--- src/rtl/inst_loader.sv ---
// Boot-time program loader: accepts a framed word stream (length, payload, checksum),
// writes the payload into instruction memory and releases the CPU after a clean load.
module inst_loader #(
  parameter logic [15:0] BASE_ADDR = 16'h0000,
  parameter int          MAX_WORDS = 256
) (
  input  logic        clk,
  input  logic        rst,
  input  logic        in_valid,
  input  logic [15:0] in_data,
  output logic        in_ready,
  input  logic        restart,
  output logic        imem_we,
  output logic [15:0] imem_addr,
  output logic [15:0] imem_wdata,
  output logic        cpu_run,
  output logic        load_error,
  output logic [15:0] word_count
);

  typedef enum logic [2:0] {IDLE, LOAD, CHECK, DONE, ERROR} state_t;

  localparam logic [16:0] MAX_W = MAX_WORDS[16:0];

  state_t      state, state_nxt;
  logic        accept;
  logic        hdr_too_big;
  logic [15:0] sum;
  logic [15:0] remaining;
  logic [15:0] wc_q;
  logic        vld_p1;
  logic [15:0] addr_p1;
  logic [15:0] wdata_p1;
  logic        cpu_run_q;
  logic        load_error_q;

  assign accept      = in_valid & in_ready;
  assign hdr_too_big = {1'b0, in_data} > MAX_W;

  always_ff @(posedge clk or posedge rst) begin
    if (rst) state <= IDLE;
    else     state <= state_nxt;
  end

  always_comb begin
    state_nxt = state;
    case (state)
      IDLE: begin
        if (accept) begin
          if (hdr_too_big)          state_nxt = ERROR;
          else if (in_data == '0)   state_nxt = CHECK;
          else                      state_nxt = LOAD;
        end
      end
      LOAD:  if (accept && remaining == 16'd1) state_nxt = CHECK;
      CHECK: if (accept) state_nxt = (in_data == sum) ? DONE : ERROR;
      DONE:  if (restart) state_nxt = IDLE;
      ERROR: if (restart) state_nxt = IDLE;
      default: state_nxt = IDLE;
    endcase
  end

  // Ready is forced low while reset is held so no word is taken during reset.
  always_comb begin
    in_ready = 1'b0;
    if (!rst && (state == IDLE || state == LOAD || state == CHECK)) in_ready = 1'b1;
  end

  // Stage p0 -> p1: accepted payload word becomes a registered memory write.
  always_ff @(posedge clk or posedge rst) begin
    if (rst) begin
      sum          <= '0;
      remaining    <= '0;
      wc_q         <= '0;
      vld_p1       <= 1'b0;
      addr_p1      <= BASE_ADDR;
      wdata_p1     <= '0;
      cpu_run_q    <= 1'b0;
      load_error_q <= 1'b0;
    end else begin
      vld_p1       <= 1'b0;
      cpu_run_q    <= (state_nxt == DONE);
      load_error_q <= (state_nxt == ERROR);
      case (state)
        IDLE: begin
          if (accept) begin
            sum       <= '0;
            wc_q      <= '0;
            remaining <= (hdr_too_big) ? 16'd0 : in_data;
          end
        end
        LOAD: begin
          if (accept) begin
            sum       <= sum + in_data;
            wc_q      <= wc_q + 16'd1;
            remaining <= remaining - 16'd1;
            vld_p1    <= 1'b1;
            addr_p1   <= BASE_ADDR + {wc_q[14:0], 1'b0};
            wdata_p1  <= in_data;
          end
        end
        DONE, ERROR: begin
          if (restart) begin
            sum  <= '0;
            wc_q <= '0;
          end
        end
        default: ;
      endcase
    end
  end

  assign imem_we    = vld_p1;
  assign imem_addr  = addr_p1;
  assign imem_wdata = wdata_p1;
  assign cpu_run    = cpu_run_q;
  assign load_error = load_error_q;
  assign word_count = wc_q;

endmodule
--- config.mk ---
export PLATFORM = sky130hd
export DESIGN_NAME = inst_loader
export DESIGN_NICKNAME = d
export VERILOG_FILES = /design/src/rtl/inst_loader.sv
export SDC_FILE = /design/constraint.sdc
export NUM_CORES = 1
export LEC_CHECK = 0
export CAP_MARGIN = 20
export CORE_ASPECT_RATIO = 0.5
export CORE_MARGIN = 8
export CORE_UTILIZATION = 49
export CTS_BUF_LIST = sky130_fd_sc_hd__clkbuf_16
export CTS_CLUSTER_DIAMETER = 200
export CTS_CLUSTER_SIZE = 30
export DETAILED_ROUTE_END_ITERATION = 12
export PLACE_DENSITY_LB_ADDON = 0.15
export SLEW_MARGIN = 30
export SYNTH_ARGS = -nofsm -noshare
export SYNTH_HDL_FRONTEND = slang
export SYNTH_SLANG_ARGS = --single-unit
--- constraint.sdc ---
create_clock -name clk -period 2.9 [get_ports clk]
set_input_delay 0.58 -clock clk [delete_from_list [all_inputs] [get_ports clk]]
set_output_delay 0.58 -clock clk [all_outputs]
set_load 0.01 [all_outputs]
# Yosys cells after proc, flatten, opt, wreduce, memory -nomap -nowiden
# Cells that the tools add are included.
[word_totals]
in_bits = 20
reg_bits = 85
output_inout_bits = 52
[classes]
bitwise = 1
n_addsub = 3
order_cmp = 1
n_eq_ne = 11
mux = 21
n_reduce_logical = 13
[op_table]
columns = ["operator", "n"]
rows = [
  ["two-way mux 16 bit", 7],
  ["one-hot mux 16 bit (3 select lines)", 2],
  ["one-hot mux 16 bit (2 select lines)", 1],
  ["two-way mux 3 bit", 6],
  ["adder 16 x 1 -> 16 bit, second input constant", 1],
  ["adder 16 bit", 1],
  ["equality test 16 x 1 -> 1 bit, second input constant", 1],
  ["equality test 16 bit", 1],
  ["greater-than comparator 16 x 9 -> 1 bit, second input constant", 1],
  ["zero test 16 bit", 1],
  ["subtractor 16 x 1 -> 16 bit, second input constant", 1],
  ["one-hot mux 3 bit (4 select lines)", 1],
  ["equality test 3 x 2 -> 1 bit, second input constant", 3],
  ["equality test 3 bit, second input constant", 2],
  ["inequality test 2 bit, second input constant", 2],
  ["AND reduction 4 bit", 1],
  ["equality test 3 x 1 -> 1 bit, second input constant", 1],
  ["zero test 3 bit", 1],
  ["two-way mux 1 bit", 3],
  ["AND reduction 3 bit", 1],
  ["nonzero test 3 bit", 1],
  ["logical AND 1 bit", 2],
  ["logical OR 1 bit", 2],
  ["two-way mux 2 bit", 1],
  ["other kinds (6)", 6],
]

# Depth between registers and ports, before layout
# Gate-level depths: netlist of the first run.
[depth]
depth_word = 10
depth_mapped = 8
ltp_nobuf = 8

# Worst setup path before layout of the first run
# No wires, ideal clock.
[synth_timing]
path_type = "input -> register"
start = "in in_data[0]"
end = "reg sum[8]"
t_arrival_ns = 2.178
cell_stages = 8
path_slack_ns = 0.589
n_path_buf = 0
t_required_ns = 2.766
cell_sequence = "ha_1 fa_1 a211oi_1 o21bai_1 a31o_2 a21oi_1 xor2_1 o21ai_0"
[synth_via]
elab_chain_len = 3
[synth_rtl]
columns = ["element", "line", "text"]
rows = [
  ["start: declaration", "10", "input logic [15:0] in_data,"],
  ["adder 16 bit", "94", "sum <= sum + in_data;"],
  ["two-way mux 16 bit", "93", "if (accept) begin"],
  ["one-hot mux 16 bit (3 select lines)", "84", "case (state)"],
  ["end signal: assignment", "94", ""],
  ["end: declaration", "28", "logic [15:0] sum;"],
]
# No other way between the ends. The select of a mux whose other input is x is not followed.
# A chain may end at the register's enable or synchronous reset.

# Worst setup path in the final report of the first run
[layout_timing]
start = "in in_data[0]"
end = "reg sum[14]"
# The elaborated chain is that of the path after synthesis.

==> out/results.env, run 1 <==
GP_CONGESTION=0.864
R2R_SETUP_SLACK_PS=530
TRITONCTS_NUM_SINKS=85
STDCELL_COUNT=739
GRT_SETUP_UNREPAIRED='no'
POST_SYNTHESIS_SEQUENTIAL_AREA_RATIO_PCT=45.6
WORST-PATH-MAX-FANOUT=3
ROUTEDLENGTHMET1_MM=5.82
TIMING.CRITICAL_PATH.REQUIRED_PS=3160
SYN-NUM-NETS=563
SYNTH_CELL_AREA_SQ_UM=4670
SYN-MEAN-INSTANCE-AREA_SQ_UM=8.91
POST_CTS_RESIZED=0
DRT_FIRST_ITER_VIOLATIONS=224
ROUTE.DETAILED.DRC=0
CLASSIFICATION_OF_THE_WORST_SETUP_PATH='in2reg'
DRT_WL_TOTAL_MM=12.1
POST_CTS_BUFFERS=0
POWER_LEAKAGE_nW=2.77
PEAK_VDD_IR_V=0.000298
SYNTHESIS.INSTANCES=524
YOSYSWARNINGCOUNT=0
ROUTED_WIRE_LENGTH_PER_INSTANCE_MICRONS=16.3
DRT_PASS1_ITERATIONS=5
SYNTHTOLAYOUTAREAGROWTH_PCT=28.3
YS_TYPES=63
CTS_TREE='done'
TOTALNEGATIVESETUPSLACK_PS=0
YS_ASYNC_SR_FRACTION_PCT=100
HTREEDEPTH=3
GRT_START_MAX_NET_PINS=70
POSTLAYOUTCOREUTIL_PCT=64.0
FF_LATCH_AREA_SQ_UM=2130
HP-CLASS='reg2reg'
MIN_FROM='imem_addr[14]$_DFFE_PP0P_'
SYNTH.LARGEST_AREA_CELL='dfrtp_1'
CTS_BUFFERS=9
DIE_WIDTH_MICRONS=154
CORE_AREA_SQ_UM=9350
INITIAL_CORE_UTIL_PCT=49.9
CLK-INSERTION-DELAY-LATE_PS=350
CRIT-REG2REG-LAUNCH='sum[0]$_DFFE_PP0P_'
YOSYS_MOST_USED_DFF='dfrtp_1'
CTS_MAX_PATH_BUFFERS=2
DETAILEDPLACEMENTHPWL_MM=8.78
DIE_HT_MICRONS=85.0
WORST-ENDPOINT-ARRIVAL_PS=2950
SETUP_VIOL=0
FILLERINSTANCES=818
LAYOUT-DRIVE-GT1-SHARE_PCT=11.5
SYNTH_SEQ_CELLS=85
FINAL-MAX-SLEW-VIOLATION-COUNT=0
WL_MET2_MM=5.41
ANTENNA_FOUND_INITIAL=0
GRT_FIRST_PASS_WIRELENGTH_MM=20.4
WORST_PIN_SLEW_PS=609
SYNTH-EDFF-COUNT=0
STD_CELL_ROWS=25
RUN_STATUS='completed'
POWERDENSITY_nW_PER_UM2=577
PLACE.DETAILED.INSTANCES=723
MOSTFREQUENTLAYOUTCELL='nand2_1'
FINALNETCOUNT=652
VIASPERCELL=5.48
POSTROUTEANTENNANETS=0
MOST-COMMON-LAYOUT-CELLS='nand2_1 (124), dfrtp_1 (85), clkdlybuf4s50_1 (70)'
VIAS=4047
GRT.OVERFLOW.TOTAL=0
TIMING.HOLD.WORST_PATH_DEPTH=2
START_KIND='input pin'
TOTAL_POWER_mW=3.46
FIN_CRIT_PS=2690
ACHIEVABLE-FREQUENCY_MHz=371
STDCELL_AREA_SQ_UM=5990
DEPTH_OF_THE_WORST_REGISTER_TO_REGISTER_PATH=8
CTS.HOLD.BUFFERS_ADDED=0
SYNTH_AREA_LEADERS='dfrtp_1 (46%), nand2_1 (10%), ha_1 (4.8%)'
MET3WIRELENGTH_MICRONS=723
TIMING.FINAL.HOLD_VIOLATIONS=0
FIRST_GLOBAL_VIAS=4087
ANTENNA-DIODE-COUNT=0
CP-END-KIND='register'
GRTUSAGETOTAL_PCT=19.1
R2R-END='sum[14]$_DFFE_PP0P_'
MULTI_INPUT_AREA_SQ_UM=2370
CTS.ROOT.BUFFER_CELL='clkbuf_16'
MIN_TO='imem_addr[14]$_DFFE_PP0P_'
PLACE.PORT_BUFFERS=70
PLACE_AREA_SQ_UM=5670
FINALCLOCKSKEW_PS=9.33
FP.DIEAREA_SQ_UM=13100
MAX-CAP-VIOLATIONS=0
FINALCRITPERIODSHARE_PCT=92.9
CLK_PIN_SLEW_PS=70
SLEW_HEADROOM_PCT=59.4
MAXUSEDROUTINGLAYER='met4'
DESIGN.PORTCOUNT=72
AREA_SHARE_OF_THE_LARGEST_CELL_TYPE_AFTER_SYNTHESIS_PCT=45.6
==> Yosys cell counts (all sizes together) (4+ instances only) <==
library cell	number
nand2	124
a211oi	4
ha	18
nand4	11
nand2b	4
xnor2	13
nor2	40
nor3	14
nand3	10
inv	11
nor3b	6
a21oi	27
and3	6
clkbuf	11
a31oi	4
o21ai	43
buf	15
xor2	15
a21o	9
dfrtp	85
nor4	8
==> report_power, final <==
group / total [mW] / switching (mW) / internal, mW
Combinational: 0.750 / 0.373 / 0.377
Sequential: 1.44 / 0.103 / 1.34
Clock: 1.26 / 0.501 / 0.759
==> sequential cells by signal (all words and copies together), names as in the netlist <==
register	cells
imem_wdata	16
remaining	16
sum	16
word_count	16
imem_addr	15
state	3
cpu_run	1
imem_we	1
load_error	1
==> logic make-up after synthesis <==
logic type                 count (synthesis)  share of synthesized area (%)
buffers and inverters                     38                           3.57
xor gates and xnor gates                  28                           5.25
muxes                                      1                          0.214
DFF                                       85                           45.6
other                                      1                         0.0804
AOI/OAI and AO/OA                        114                           16.0
and+or+nand+nor                          238                           24.1
adders and majority gates                 19                           5.25
==> how the worst max path moves through the flow <==
stage / from / cells past startpoint / endpoint / slack, ps
final: in_data[0] / 9 / sum[14]$_DFFE_PP0P_ / 210
after global placement: in_data[0] / 9 / sum[14]$_DFFE_PP0P_ / -50
after CTS: rst / 3 / in_ready / 250
after floorplan: rst / 1 / cpu_run$_DFF_PP0_ / 130
after detailed placement: in_data[0] / 9 / sum[14]$_DFFE_PP0P_ / -80
after global routing: in_data[0] / 9 / sum[12]$_DFFE_PP0P_ / 50
==> layer usage <==
layer  global-route usage (%)  vias up
met2                     29.3       88
met3                     6.03       10
met5                        0        -
met1                     25.6     1966
li1                         -     1983
met4                     4.59        0
==> layout make-up <==
cell class / instances / share of cell area (%)
Multi-Input combinational cell: 401 / 39.6
Sequential cell: 85 / 35.5
Timing Repair Buffer: 104 / 16.2
Clock buffer: 9 / 3.76
Tap cell: 121 / 2.53
Clock inverter: 7 / 1.63
Inverter: 12 / 0.773
==> per-stage QoR <==
stage          hold slack [ps]  setup slack (ps)
2_1_floorplan              450               127
3_3_place_gp               458             -50.4
3_5_place_dp               461             -79.6
4_1_cts                    478               255
5_1_grt                    489              54.8
6_report                   473               206
==> worst max-delay path: stages <==
cell and delay (ps):
clkdlybuf4s50_1 440, ha_1 240, fa_1 390, a211oi_1 370, o21ai_0 170, a31oi_1 300, o21ai_0 170, xnor2_1 140
o21ai_0 150
(Power assumes the default switching activity.)
==> run 2, diff against run 1 <==
- GPL_ROUTABILITY_DRIVEN: default -> 0
==> run 2 against run 1 <==
Against the previous run:
- fmax is 0.62% lower
- critical path depth fell by 6
- setup slack got worse by 17 ps
- global-route usage grew 0.37 points
- hold slack got worse by 3.4 ps
- die area is the same
- clock-buffer cell count stayed put
- first-iteration DRC count up 6.3%
- critical path type is now in2out
==> out/results.env, run 2 (synthesized netlist as in run 1, its figures left out) <==
WORST-ENDPOINT-ARRIVAL_PS=2130  # -820 ps
ROUTE.DETAILED.DRC=0  # unchanged
COMBINATIONALPOWERSHARE_PCT=22.6  # +0.9 points
POWERDENSITY_nW_PER_UM2=560  # -2.9%
SEQ_POWER_SHARE_PCT=42.8  # +1.0 points
SYNTHTOLAYOUTAREAGROWTH_PCT=28.9
MAX-CAP-VIOLATIONS=0  # unchanged
START_KIND='input pin'
CTS_MAX_PATH_BUFFERS=2  # unchanged
MOSTFREQUENTLAYOUTCELL='nand2_1'
MOST-COMMON-LAYOUT-CELLS='nand2_1 (124), dfrtp_1 (85), clkdlybuf4s50_1 (70)'
INTERNAL-POWER_mW=2.39  # -3.4%
DRT_WL_TOTAL_MM=12.5  # +4.0%
DETAILEDPLACEMENTHPWL_MM=9.04  # +2.9%
TRITONCTS_NUM_SINKS=85  # unchanged
PLACE_AREA_SQ_UM=5700  # +0.66%
STDCELL_AREA_SQ_UM=6020  # +0.44%
POST_CTS_BUFFERS=0  # unchanged
DIE_WIDTH_MICRONS=154  # unchanged
FIN_CRIT_PS=2710  # +16.8 ps
ANTENNA_FOUND_INITIAL=0  # unchanged
TIMING.HOLD.WORST_PATH_DEPTH=2  # unchanged
ACHIEVABLE-FREQUENCY_MHz=369  # -0.62%
ROUTED_WIRE_LENGTH_PER_INSTANCE_MICRONS=16.8  # +3.3%
DRT_PASS1_ITERATIONS=4  # -1
FINAL-MAX-SLEW-VIOLATION-COUNT=0  # unchanged
DEPTH_OF_THE_WORST_REGISTER_TO_REGISTER_PATH=8  # unchanged
HOLDWS_PS=470  # -3.39 ps
FILLERINSTANCES=801  # -2.1%
FINALNETCOUNT=657  # +0.77%
CTS_BUFFERS=9  # unchanged
GRT.OVERFLOW.TOTAL=0  # unchanged
SETUP_VIOL=0  # unchanged
CTS_TREE='done'
STDCELL_COUNT=744  # +0.68%
FP.DIEAREA_SQ_UM=13100  # unchanged
DRT_FIRST_ITER_VIOLATIONS=238  # +6.3%
FINALCRITPERIODSHARE_PCT=93.5  # +0.58 points
PLACE.PORT_BUFFERS=70  # unchanged
INITIAL_CORE_UTIL_PCT=49.9  # unchanged
GRT_SETUP_UNREPAIRED='no'
PEAK_VDD_IR_V=0.000299  # +0.31%
GRT_FIRST_PASS_WIRELENGTH_MM=20.7  # +1.4%
TOTALNEGATIVESETUPSLACK_PS=0  # unchanged
RUN_STATUS='completed'
ANTENNA-DIODE-COUNT=0  # unchanged
TIMING.CRITICAL_PATH.REQUIRED_PS=2320  # -840 ps
HP-CLASS='reg2reg'
WORST-PATH-MAX-FANOUT=4  # +1
STD_CELL_ROWS=25  # unchanged
HTREEDEPTH=3  # unchanged
VIAS=4131  # +2.1%
CORE_AREA_SQ_UM=9350  # unchanged
POSTROUTEANTENNANETS=0  # unchanged
CTS.ROOT.BUFFER_CELL='clkbuf_16'
SWITCHING_POWER_OF_THE_NETS_mW=0.978  # about the same
TIMING.FINAL.HOLD_VIOLATIONS=0  # unchanged
WORST_PIN_SLEW_PS=549  # -59.5 ps
SETUP_WS_PS=189  # -16.8 ps
CLK-INSERTION-DELAY-LATE_PS=330  # -20 ps
DESIGN.PORTCOUNT=72  # unchanged
LAYOUT-DRIVE-GT1-SHARE_PCT=12.4  # +0.87 points
GRT_START_MAX_NET_PINS=76  # +8.6%
CLK_PIN_SLEW_PS=70  # about the same
FINALCLOCKSKEW_PS=5.11  # -4.22 ps
CP-END-KIND='primary output'
GRTUSAGETOTAL_PCT=19.4  # +0.37 points
CLASSIFICATION_OF_THE_WORST_SETUP_PATH='in2out'
VIASPERCELL=5.55  # +1.4%
DETAILEDPLACE.WORSTSLACK_PS=-103  # -23.3 ps
FIRST_GLOBAL_VIAS=4035  # -1.3%
DIE_HT_MICRONS=85.0  # unchanged
P_CLK_SHARE_PCT=34.7  # -1.8 points
SW_FRAC_OF_TOTAL_PCT=29.0  # +0.72 points
SLEW_HEADROOM_PCT=63.1  # +3.6 points
POWER_LEAKAGE_nW=2.78  # +0.50%
PLACE.DETAILED.INSTANCES=728  # +0.69%
[run 2: cell count changes in the layout (fill, tap and decap cells not counted), sizes merged]
cell / previous run / this run
bufinv: 2 / 1
clkinv: 3 / 5
inv: 12 / 11
buf: 34 / 39
[run 2: cell type report]
| class | count | area, sq um | area share [%] |
|---|---|---|---|
| Inverter | 12 | 46.3 | 0.770 |
| Timing Repair Buffer | 109 | 1010 | 16.7 |
| Tap cell | 121 | 151 | 2.52 |
| Clock inverter | 7 | 75.1 | 1.25 |
| Sequential cell | 85 | 2130 | 35.4 |
| Clock buffer | 9 | 225 | 3.74 |
| Multi-Input combinational cell | 401 | 2380 | 39.6 |
[run 2: final timing paths]
| path | start | endpoint | slack [ps] |
|---|---|---|---|
| worst max-delay path | rst | in_ready | 190 |
| worst min-delay path | imem_addr[9]$_DFFE_PP0P_ | imem_addr[9]$_DFFE_PP0P_ | 470 |
| worst max register to register | sum[0]$_DFFE_PP0P_ | sum[14]$_DFFE_PP0P_ | 610 |
| worst min register to register | imem_addr[9]$_DFFE_PP0P_ | imem_addr[9]$_DFFE_PP0P_ | 470 |
| max in group asynchronous | rst | word_count[5]$_DFFE_PP0P_ | 1660 |
| min in group asynchronous | rst | remaining[2]$_DFFE_PP0P_ | 570 |
[run 2: per-layer routing]
metal | GRT usage (%) | part of all wire [%]
met5 | 0 | 0
met4 | 3.00 | 0.41
met3 | 5.12 | 6.1
met2 | 30.9 | 46
met1 | 26.6 | 47
[run 2: per-stage QoR]
stage	total power, mW	util, %
2_1_floorplan	1.82	-
3_3_place_gp	2.21	61.0
3_5_place_dp	2.23	61.0
4_1_cts	3.41	64.2
5_1_grt	3.53	64.3
6_report	3.37	64.3
[run 2: power by group through the flow]
stage          combinational (mW)  clock [mW]  sequential [mW]
2_1_floorplan               0.307           0             1.51
6_report                    0.760        1.17             1.44
4_1_cts                     0.770        1.19             1.44
3_5_place_dp                0.765           0             1.46
5_1_grt                     0.836        1.23             1.46
3_3_place_gp                0.750           0             1.46
[run 2: timing repair]
item | 4_1_cts | 5_1_grt
endpoints found under the setup margin | 0 | 1
resized for setup | 0 | 2
hold buffers | 0 | 0
[run 2: critical path, stage by stage]
cell and delay, ps:
clkdlybuf4s50_1 480, a211oi_1 440, clkdlybuf4s50_1 630
